<file path="src/rtl/alu_seq.sv">
// alu_seq: multi-cycle ALU with start/busy/done handshake.
// Single-cycle ops complete on the accept edge. Shifts iterate one bit per
// clock. The optional shift-add multiplier takes DATAPATH_WIDTH steps.
// Optional feature macro: ALU_SEQ_MUL_EN (enables opcode 11, iterative MUL).
// Ports:
//   clk, rst_n   - clock, synchronous active-low reset
//   start_in     - issue request, sampled only in IDLE
//   alu_ctrl_in  - opcode, a_in / b_in operands, shamt_in shift distance
//   accum_out    - registered result of the last completed op
//   zero_out     - combinational (accum_out == 0)
//   busy_out     - high while a multi-cycle op is in flight
//   done_out     - one-cycle completion pulse, aligned with accum_out update
module alu_seq #(
  parameter int unsigned DATAPATH_WIDTH = 64,
  parameter int unsigned SHAMT_WIDTH    = 6
) (
  input  logic                      clk,
  input  logic                      rst_n,
  input  logic                      start_in,
  input  logic [3:0]                alu_ctrl_in,
  input  logic [DATAPATH_WIDTH-1:0] a_in,
  input  logic [DATAPATH_WIDTH-1:0] b_in,
  input  logic [SHAMT_WIDTH-1:0]    shamt_in,
  output logic [DATAPATH_WIDTH-1:0] accum_out,
  output logic                      zero_out,
  output logic                      busy_out,
  output logic                      done_out
);

  localparam int unsigned W     = DATAPATH_WIDTH;
  // One extra bit so the multiplier count of W fits.
  localparam int unsigned CNT_W = SHAMT_WIDTH + 1;

  localparam logic [3:0] OP_CONST = 4'd0;
  localparam logic [3:0] OP_ADD   = 4'd1;
  localparam logic [3:0] OP_SUB   = 4'd2;
  localparam logic [3:0] OP_AND   = 4'd3;
  localparam logic [3:0] OP_OR    = 4'd4;
  localparam logic [3:0] OP_NOT   = 4'd5;
  localparam logic [3:0] OP_XOR   = 4'd6;
  localparam logic [3:0] OP_LT    = 4'd7;
  localparam logic [3:0] OP_SLL   = 4'd8;
  localparam logic [3:0] OP_SRL   = 4'd9;
  localparam logic [3:0] OP_SRA   = 4'd10;
`ifdef ALU_SEQ_MUL_EN
  localparam logic [3:0] OP_MUL   = 4'd11;
`endif

  // Repeating 'hdeafdeaf pattern truncated to W bits.
  function automatic logic [W-1:0] deaf_pattern();
    logic [31:0]  p;
    logic [W-1:0] r;
    p = 32'hdeafdeaf;
    r = '0;
    for (int i = 0; i < int'(W); i++) r[i] = p[5'(i)];
    return r;
  endfunction

  localparam logic [W-1:0] DEAF_CONST = deaf_pattern();

`ifdef ALU_SEQ_MUL_EN
  typedef enum logic [1:0] {S_IDLE, S_SHIFT, S_MUL} state_t;
`else
  typedef enum logic [1:0] {S_IDLE, S_SHIFT} state_t;
`endif

  state_t           state_q, state_d;
  logic [3:0]       op_q, op_d;
  logic [W-1:0]     work_q, work_d;       // shift operand, or multiplicand
  logic [CNT_W-1:0] cnt_q, cnt_d;
  logic [W-1:0]     accum_d;
  logic             done_d;
  logic [W-1:0]     alu_c;
  logic [W-1:0]     shift_c;
`ifdef ALU_SEQ_MUL_EN
  logic [W-1:0]     mplier_q, mplier_d;
  logic [W-1:0]     psum_q, psum_d;
  logic [W-1:0]     psum_c;
`endif

  // Single-cycle result; shift/mul/undefined opcodes give 0 here.
  always_comb begin
    alu_c = '0;
    case (alu_ctrl_in)
      OP_CONST: alu_c = DEAF_CONST;
      OP_ADD:   alu_c = a_in + b_in;
      OP_SUB:   alu_c = a_in - b_in;
      OP_AND:   alu_c = a_in & b_in;
      OP_OR:    alu_c = a_in | b_in;
      OP_NOT:   alu_c = ~a_in;
      OP_XOR:   alu_c = a_in ^ b_in;
      OP_LT:    alu_c = W'(a_in < b_in);
      default:  alu_c = '0;
    endcase
  end

  // One-bit step of the in-flight shift.
  always_comb begin
    case (op_q)
      OP_SLL:  shift_c = work_q << 1;
      OP_SRL:  shift_c = work_q >> 1;
      default: shift_c = {work_q[W-1], work_q[W-1:1]};
    endcase
  end

`ifdef ALU_SEQ_MUL_EN
  // Partial sum after the current multiplier bit.
  assign psum_c = mplier_q[0] ? (psum_q + work_q) : psum_q;
`endif

  // Next-state and datapath update.
  always_comb begin
    state_d = state_q;
    op_d    = op_q;
    work_d  = work_q;
    cnt_d   = cnt_q;
    accum_d = accum_out;
    done_d  = 1'b0;
`ifdef ALU_SEQ_MUL_EN
    mplier_d = mplier_q;
    psum_d   = psum_q;
`endif
    case (state_q)
      S_IDLE: begin
        if (start_in) begin
          op_d = alu_ctrl_in;
          case (alu_ctrl_in)
            OP_SLL, OP_SRL, OP_SRA: begin
              if (shamt_in == '0) begin
                accum_d = a_in;
                done_d  = 1'b1;
              end else begin
                work_d  = a_in;
                cnt_d   = CNT_W'(shamt_in);
                state_d = S_SHIFT;
              end
            end
`ifdef ALU_SEQ_MUL_EN
            OP_MUL: begin
              work_d   = a_in;
              mplier_d = b_in;
              psum_d   = '0;
              cnt_d    = CNT_W'(W);
              state_d  = S_MUL;
            end
`endif
            default: begin
              accum_d = alu_c;
              done_d  = 1'b1;
            end
          endcase
        end
      end
      S_SHIFT: begin
        work_d = shift_c;
        cnt_d  = cnt_q - CNT_W'(1);
        if (cnt_q == CNT_W'(1)) begin
          accum_d = shift_c;
          done_d  = 1'b1;
          state_d = S_IDLE;
        end
      end
`ifdef ALU_SEQ_MUL_EN
      S_MUL: begin
        psum_d   = psum_c;
        work_d   = work_q << 1;
        mplier_d = mplier_q >> 1;
        cnt_d    = cnt_q - CNT_W'(1);
        if (cnt_q == CNT_W'(1)) begin
          accum_d = psum_c;
          done_d  = 1'b1;
          state_d = S_IDLE;
        end
      end
`endif
      default: state_d = S_IDLE;
    endcase
  end

  // State and result registers; reset aborts any op without a done pulse.
  always_ff @(posedge clk) begin
    if (!rst_n) begin
      state_q   <= S_IDLE;
      op_q      <= '0;
      work_q    <= '0;
      cnt_q     <= '0;
      accum_out <= '0;
      done_out  <= 1'b0;
`ifdef ALU_SEQ_MUL_EN
      mplier_q  <= '0;
      psum_q    <= '0;
`endif
    end else begin
      state_q   <= state_d;
      op_q      <= op_d;
      work_q    <= work_d;
      cnt_q     <= cnt_d;
      accum_out <= accum_d;
      done_out  <= done_d;
`ifdef ALU_SEQ_MUL_EN
      mplier_q  <= mplier_d;
      psum_q    <= psum_d;
`endif
    end
  end

  assign busy_out = (state_q != S_IDLE);
  assign zero_out = (accum_out == '0);

endmodule

</file>
<file path="config.mk">
export PLATFORM = sky130hd
export DESIGN_NAME = alu_seq
export DESIGN_NICKNAME = d
export VERILOG_FILES = /design/src/rtl/alu_seq.sv
export SDC_FILE = /design/constraint.sdc
export NUM_CORES = 1
export LEC_CHECK = 0
export CORE_UTILIZATION = 43
export CTS_BUF_LIST = sky130_fd_sc_hd__clkbuf_4
export DETAILED_ROUTE_END_ITERATION = 7
export PLACE_DENSITY = 0.66
export SYNTH_ARGS = -nofsm -noshare
export SYNTH_HDL_FRONTEND = slang
export SYNTH_SLANG_ARGS = --single-unit
</file>
<file path="constraint.sdc">
create_clock -name clk -period 4.3 [get_ports clk]
set_clock_uncertainty 0.1 [all_clocks]
set_input_delay 0.86 -clock clk [delete_from_list [all_inputs] [get_ports clk]]
set_output_delay 0.86 -clock clk [all_outputs]
set_load 0.01 [all_outputs]
</file>
# Word level (Yosys, flattened, before mapping)
# Index checks and enable logic that the tools add are counted.
# op_classes
add_sub_neg,3
magnitude_cmp,1
n_eq_ne,19
mux,25
bitwise,4
n_reduce_logical,11
# ops
cell,count
$pmux 64 s8,1
$mux 64,7
$pmux 64 s2,3
$add 64x64->64,1
$and 64x64->64,1
$logic_not 64->1,1
$lt 64x64->1,1
$not 64->64,1
$or 64x64->64,1
$sub 64x64->64,1
$xor 64x64->64,1
$mux 7,3
$eq 4x4->1 const B,5
$eq 4x3->1 const B,4
$pmux 7 s2,1
$reduce_and 4->1,3
$eq 4x2->1 const B,2
$mux 2,4
$eq 7x1->1 const B,1
$sub 7x1->7 const B,1
$logic_not 6->1,1
$ne 2x2->1 const B,3
$eq 4x1->1 const B,1
$logic_not 4->1,1
10 further kinds,14
# totals
regBits,142
in_bits,141
output_inout_bits,67

# Logic depth before layout (Yosys ltp)
# depth
word_depth,5
depth_mapped,15
ltp_nobuf,15

# Least setup slack after synthesis
# Ideal clock, no wire load.
# synth_timing
kind,input port to flip-flop
from,input port a_in[0]
to,register accum_out[62]
setup_ps,121
arrival_time_ps,3907
slack_ps,172
stages,15
path_buffers,0
cell_sequence,inv_1 -> ha_1 -> fa_1 -> o21ba_1 -> or4_4 -> a2111oi_2 -> a21oi_1 -> or2_1 -> a211oi_2 -> o211ai_1 -> or2_1 -> a31o_1 -> a31oi_1 -> nand4b_1 -> nor3b_1
# synth_via
elab_chain_cells,5
elab_cells_between_ends,6
classes_between,add/sub: 2; mux: 4
# synth_rtl
item,line_no,text
start: declaration,21,"input logic [DATAPATH_WIDTH-1:0] a_in,"
$sub 64x64->64 / $add 64x64->64 (equally long branches),"87, 86",
$pmux 64 s8 *,84,case (alu_ctrl_in)
$mux 64 *,127,case (alu_ctrl_in)
$mux 64 *,125,if (start_in) begin
$pmux 64 s2 *,123,case (state_q)
end signal: assignment,198,accum_out <= accum_d;
end: declaration,24,"output logic [DATAPATH_WIDTH-1:0] accum_out,"
# Every way passes the cells marked *; elsewhere a longest branch is shown, timed or not. The select of a mux whose other input is x is not followed.
# A chain may end at the register's enable or synchronous reset.

# Worst setup path after layout
# layout_timing
from,input port b_in[5]
to,register accum_out[24]
# layout_via
elab_chain_cells,5
elab_cells_between_ends,6
classes_between,add/sub: 2; mux: 4
# layout_rtl
item,line_no,text
start: declaration,22,"input logic [DATAPATH_WIDTH-1:0] b_in,"
$sub 64x64->64 / $add 64x64->64 (equally long branches),"87, 86",
$pmux 64 s8 *,84,
$mux 64 *,127,
$mux 64 *,125,
$pmux 64 s2 *,123,
# Marked as above.

==> report_table.html <==
<table>
<tr><th>Metric</th><th>Value</th></tr>
<tr><th colspan="2">Floorplan</th></tr>
<tr><td>Effective utilization at floorplan</td><td>43.6%</td></tr>
<tr><td>Core Footprint</td><td>0.0420 mm2</td></tr>
<tr><td>Row count</td><td>75</td></tr>
<tr><td>Die Ht</td><td>208 um</td></tr>
<tr><td>Total Die Area</td><td>0.0435 mm2</td></tr>
<tr><td>Width of the die</td><td>208 um</td></tr>
<tr><td>Number of top-level pins</td><td>208</td></tr>
<tr><th colspan="2">Run</th></tr>
<tr><td>Count of maximum capacitance violations</td><td>0</td></tr>
<tr><th colspan="2">Timing</th></tr>
<tr><td>Highest Clock Rate</td><td>230 MHz</td></tr>
<tr><td>Final hold viol count</td><td>0</td></tr>
<tr><td>Final worst-path cycle share</td><td>101%</td></tr>
<tr><td>Number of pins with negative max-slew slack in the final report</td><td>0</td></tr>
<tr><td>Final WS setup</td><td>-0.0512 ns</td></tr>
<tr><td>Slew at the pin closest to its max-slew limit</td><td>1.03 ns</td></tr>
<tr><td>Setup TNS after final layout</td><td>-0.0512 ns</td></tr>
<tr><td>Max_slew headroom</td><td>31.4%</td></tr>
<tr><td>Minimum hold slack</td><td>0.368 ns</td></tr>
<tr><td>Final setup violation count</td><td>1</td></tr>
<tr><td>Final critical delay including setup and external delays</td><td>4.35 ns</td></tr>
<tr><th colspan="2">Yosys</th></tr>
<tr><td>Mean instance size in the synthesized netlist</td><td>6.61 um2</td></tr>
<tr><td>Largest area contributor in the synthesized netlist</td><td>sky130_fd_sc_hd__dfxtp_1</td></tr>
<tr><td>Top cell type's share of synthesized area</td><td>15.4%</td></tr>
<tr><td>Number of warnings reported in the yosys synthesis log</td><td>0</td></tr>
<tr><td>Commonest register cell after synthesis</td><td>sky130_fd_sc_hd__dfxtp_1</td></tr>
<tr><td>Cell count after synthesis</td><td>2774</td></tr>
<tr><td>Seq/Total Area, Yosys</td><td>15.4%</td></tr>
<tr><td>Area contributors post-synth</td><td>sky130_fd_sc_hd__dfxtp_1 (15%), sky130_fd_sc_hd__ha_1 (14%), sky130_fd_sc_hd__nand2_1 (9.1%)</td></tr>
<tr><td>Register bit total from synthesis</td><td>141</td></tr>
<tr><td>Share of synthesized registers carrying an async set or reset</td><td>0%</td></tr>
<tr><td>Number of synthesized flops with an enable pin</td><td>0</td></tr>
<tr><td>Number of nets produced by synthesis</td><td>3129</td></tr>
<tr><td>Distinct cell type count after synthesis</td><td>95</td></tr>
<tr><td>Post-synthesis cell area</td><td>0.0183 mm2</td></tr>
<tr><th colspan="2">Final layout</th></tr>
<tr><td>Post-layout utilization of the core</td><td>62.5%</td></tr>
<tr><td>Final Cell Area</td><td>0.0263 mm2</td></tr>
<tr><td>Nets</td><td>3808</td></tr>
<tr><td>Area overhead of the layout relative to synthesis</td><td>43.3%</td></tr>
<tr><td>Number of standard cells in the final layout excluding fillers</td><td>4007</td></tr>
<tr><td>Layout cells sized above 1</td><td>23.8%</td></tr>
<tr><th colspan="2">Critical path</th></tr>
<tr><td>Worst setup EP type</td><td>flop</td></tr>
<tr><td>CP Data Required Time</td><td>4.69 ns</td></tr>
<tr><td>Worst-path maximum fanout</td><td>8</td></tr>
<tr><td>Type of the worst setup path</td><td>in2reg</td></tr>
<tr><td>Arrival time of the worst setup path</td><td>4.74 ns</td></tr>
<tr><td>Worst Path Buf+Inv</td><td>5</td></tr>
<tr><td>CP Launch Type</td><td>primary input</td></tr>
<tr><td>Maximum single-stage delay on the critical path</td><td>0.51 ns</td></tr>
<tr><td>Cell with the largest stage delay on the worst path</td><td>sky130_fd_sc_hd__clkdlybuf4s50_1</td></tr>
<tr><td>Top cell family by delay on the critical path</td><td>compound AO/OA/AOI/OAI gates</td></tr>
<tr><td>Worst path most repeated cell</td><td>sky130_fd_sc_hd__a21o_1</td></tr>
<tr><td>Critical path cell sequence</td><td>clkdlybuf4s50_1, inv_1, ha_4, inv_1, a221oi_2, buf_4, buf_4, a2111oi_4, or3_1, a21o_1, a211o_1, a21o_1, a221o_1, o21ai_0, a21o_1, a21oi_1</td></tr>
<tr><th colspan="2">Detailed routing</th></tr>
<tr><td>Total detailed-routing wirelength</td><td>104000 um</td></tr>
<tr><td>Initial DRC count</td><td>3681</td></tr>
<tr><td>Routed length per placed instance</td><td>25.9 um</td></tr>
<tr><td>Number of DRC violations after detailed routing</td><td>0</td></tr>
<tr><td>Average vias per placed instance</td><td>6.50</td></tr>
<tr><td>Post-route antenna net violation count</td><td>0</td></tr>
<tr><td>Total vias in the final route</td><td>26.0k</td></tr>
<tr><td>Number of iterations in the first detailed-routing pass</td><td>6</td></tr>
<tr><th colspan="2">Power and ir drop</th></tr>
<tr><td>Share of power burned in the clock network</td><td>17.2%</td></tr>
<tr><td>Switch Pwr</td><td>2.55 mW</td></tr>
<tr><td>Internal power</td><td>3.21 mW</td></tr>
<tr><td>Worst supply voltage drop on vdd</td><td>0.000190 V</td></tr>
<tr><td>Part of the total power dissipated in sequential elements</td><td>26.3%</td></tr>
<tr><td>Switching power share of the total</td><td>44.2%</td></tr>
<tr><td>Logic gate share of total power</td><td>56.5%</td></tr>
<tr><td>Standby leakage power</td><td>11.8 nW</td></tr>
<tr><td>Power after layout</td><td>5.76 mW</td></tr>
<tr><td>Power density relative to cell area</td><td>219 mW/mm2</td></tr>
<tr><th colspan="2">CTS</th></tr>
<tr><td>TritonCTS clock tree</td><td>done</td></tr>
<tr><td>Clock H-tree levels</td><td>4</td></tr>
<tr><td>Sinks on Clock Net</td><td>141</td></tr>
<tr><td>Hold bufs inserted after CTS</td><td>0</td></tr>
<tr><td>CTS Root Buffer Type</td><td>sky130_fd_sc_hd__clkbuf_4</td></tr>
<tr><td>Clock slew at the register clock pins of the worst setup and hold paths</td><td>0.13 ns</td></tr>
<tr><td>Number of CTS-inserted buffers</td><td>17</td></tr>
<tr><td>Maximum clock path buffer count</td><td>2</td></tr>
<tr><td>Insertion delay of the later-clocked pin in the worst-skew pair</td><td>0.66 ns</td></tr>
<tr><th colspan="2">Place</th></tr>
<tr><td>IO buf count</td><td>207</td></tr>
<tr><td>Worst slack, placed</td><td>-1.18 ns</td></tr>
<tr><td>Post-detailed-placement half-perimeter wirelength</td><td>81300 um</td></tr>
<tr><td>Number of cells in the design after placement</td><td>3961</td></tr>
<tr><td>Placed cell area</td><td>0.0252 mm2</td></tr>
<tr><td>GP Congestion</td><td>1.07</td></tr>
<tr><th colspan="2">Hold path</th></tr>
<tr><td>Path category of the worst min-delay check</td><td>reg2reg</td></tr>
<tr><th colspan="2">Global routing</th></tr>
<tr><td>Remaining global-route overflow</td><td>0</td></tr>
<tr><td>Global-route wire length before repair</td><td>151000 um</td></tr>
<tr><td>Initial antenna violation count</td><td>8</td></tr>
<tr><td>Pin count of the biggest net entering global routing</td><td>62</td></tr>
<tr><td>Total global routing track utilization</td><td>46.1%</td></tr>
<tr><td>Vias in the first global route</td><td>23.7k</td></tr>
<tr><th colspan="2">Status</th></tr>
<tr><td>Result of the run</td><td>finished with violations</td></tr>
<tr><td>Violations in the final reports</td><td>negative setup slack</td></tr>
</table>
-- placed cells by master (no fill, tap or decap), types with 27 or more instances in the layout --
master,Yosys,layout
sky130_fd_sc_hd__nand2_1,445,440
sky130_fd_sc_hd__nor3_1,41,40
sky130_fd_sc_hd__a21oi_1,311,297
sky130_fd_sc_hd__nor4_1,47,40
sky130_fd_sc_hd__xnor2_1,31,31
sky130_fd_sc_hd__nor2_1,215,211
sky130_fd_sc_hd__a211oi_1,34,30
sky130_fd_sc_hd__o22ai_1,56,55
sky130_fd_sc_hd__a31oi_1,57,53
sky130_fd_sc_hd__dfxtp_1,141,140
sky130_fd_sc_hd__a21o_1,33,33
sky130_fd_sc_hd__nand4_1,29,29
sky130_fd_sc_hd__o21bai_1,33,33
sky130_fd_sc_hd__ha_1,212,192
sky130_fd_sc_hd__buf_4,3,638
sky130_fd_sc_hd__nand3_1,92,91
sky130_fd_sc_hd__o31ai_1,28,27
sky130_fd_sc_hd__o221ai_1,34,34
sky130_fd_sc_hd__o21a_1,45,43
sky130_fd_sc_hd__inv_1,199,192
sky130_fd_sc_hd__clkdlybuf4s50_1,0,176
sky130_fd_sc_hd__o21ai_0,168,162
-- power by group through the flow --
stage               logic (mW)  clock network, mW  registers (mW)
global placement          2.95                  0            1.53
finish                    3.25              0.992            1.51
CTS                       3.04              0.984            1.50
detailed placement        2.99                  0            1.53
global route              3.40               1.04            1.51
floorplan                 1.38                  0            1.51
-- worst min-delay path, cell delays in order, from the launching register on --
cell	delay (ns)
sky130_fd_sc_hd__dfxtp_1	0.33
sky130_fd_sc_hd__nand2_1	0.05
sky130_fd_sc_hd__a21oi_1	0.05
-- cell families after synthesis --
kind of cell    after synthesis  share of synthesized area (%)
mux                           9                          0.498
flops                       141                           15.4
buf+inv                     399                           8.36
fa+ha+maj                   214                           14.7
simple gates                971                           23.6
compound gates             1004                           35.8
xor+xnor                     36                           1.72
-- area by class of cell --
cell class | count | area [um2]
antenna | 2 | 5.00
clock buffer | 18 | 135
clock inverter | 14 | 166
fill | 3917 | 15800
inverter | 205 | 769
multi-input combinational | 2234 | 14600
sequential | 141 | 2830
tap | 539 | 674
timing repair buffer | 854 | 7040
-- cell usage after synthesis, types with 33 or more instances --
cell                       instances
sky130_fd_sc_hd__a21o_1           33
sky130_fd_sc_hd__o221ai_1         34
sky130_fd_sc_hd__nor3_1           41
sky130_fd_sc_hd__a211oi_1         34
sky130_fd_sc_hd__a31oi_1          57
sky130_fd_sc_hd__nand3_1          92
sky130_fd_sc_hd__dfxtp_1         141
sky130_fd_sc_hd__o21bai_1         33
sky130_fd_sc_hd__o21ai_0         168
sky130_fd_sc_hd__o21a_1           45
sky130_fd_sc_hd__clkbuf_1        159
sky130_fd_sc_hd__o22ai_1          56
sky130_fd_sc_hd__inv_1           199
sky130_fd_sc_hd__ha_1            212
sky130_fd_sc_hd__nor2_1          215
sky130_fd_sc_hd__nor4_1           47
sky130_fd_sc_hd__nand2_1         445
sky130_fd_sc_hd__a21oi_1         311
-- layer usage --
| layer | up-vias | wire (um) | track usage [%] |
|---|---|---|---|
| li1 | 11400 | - | - |
| met1 | 12300 | 43100 | 65.8 |
| met2 | 2033 | 39700 | 62.6 |
| met3 | 290 | 16500 | 15.6 |
| met4 | 18 | 4300 | 17.3 |
| met5 | - | 115 | 0 |
-- repair_timing --
action	in CTS	in global routing
setup buffers	4	8
pin swaps	20	33
endpoints found under the setup margin	30	29
resized for setup	62	95
-- flip-flops by register name, summed over array words and instances, names as in the netlist --
| signal | count |
|---|---|
| work_q | 64 |
| accum_out | 64 |
| state_q | 1 |
| op_q | 4 |
| cnt_q | 7 |
| done_out | 1 |
-- path summary, 6_finish.rpt --
kind | cells after the start | startpoint | end | slack [ns]
min | 2 | op_q[1] | op_q[1] | 0.37
max | 16 | b_in[5] | accum_out[24] | -0.05
max reg2reg | 11 | op_q[1] | accum_out[62] | 1.18
min reg2reg | 2 | op_q[1] | op_q[1] | 0.37
Power figures use the tool's default switching activity.
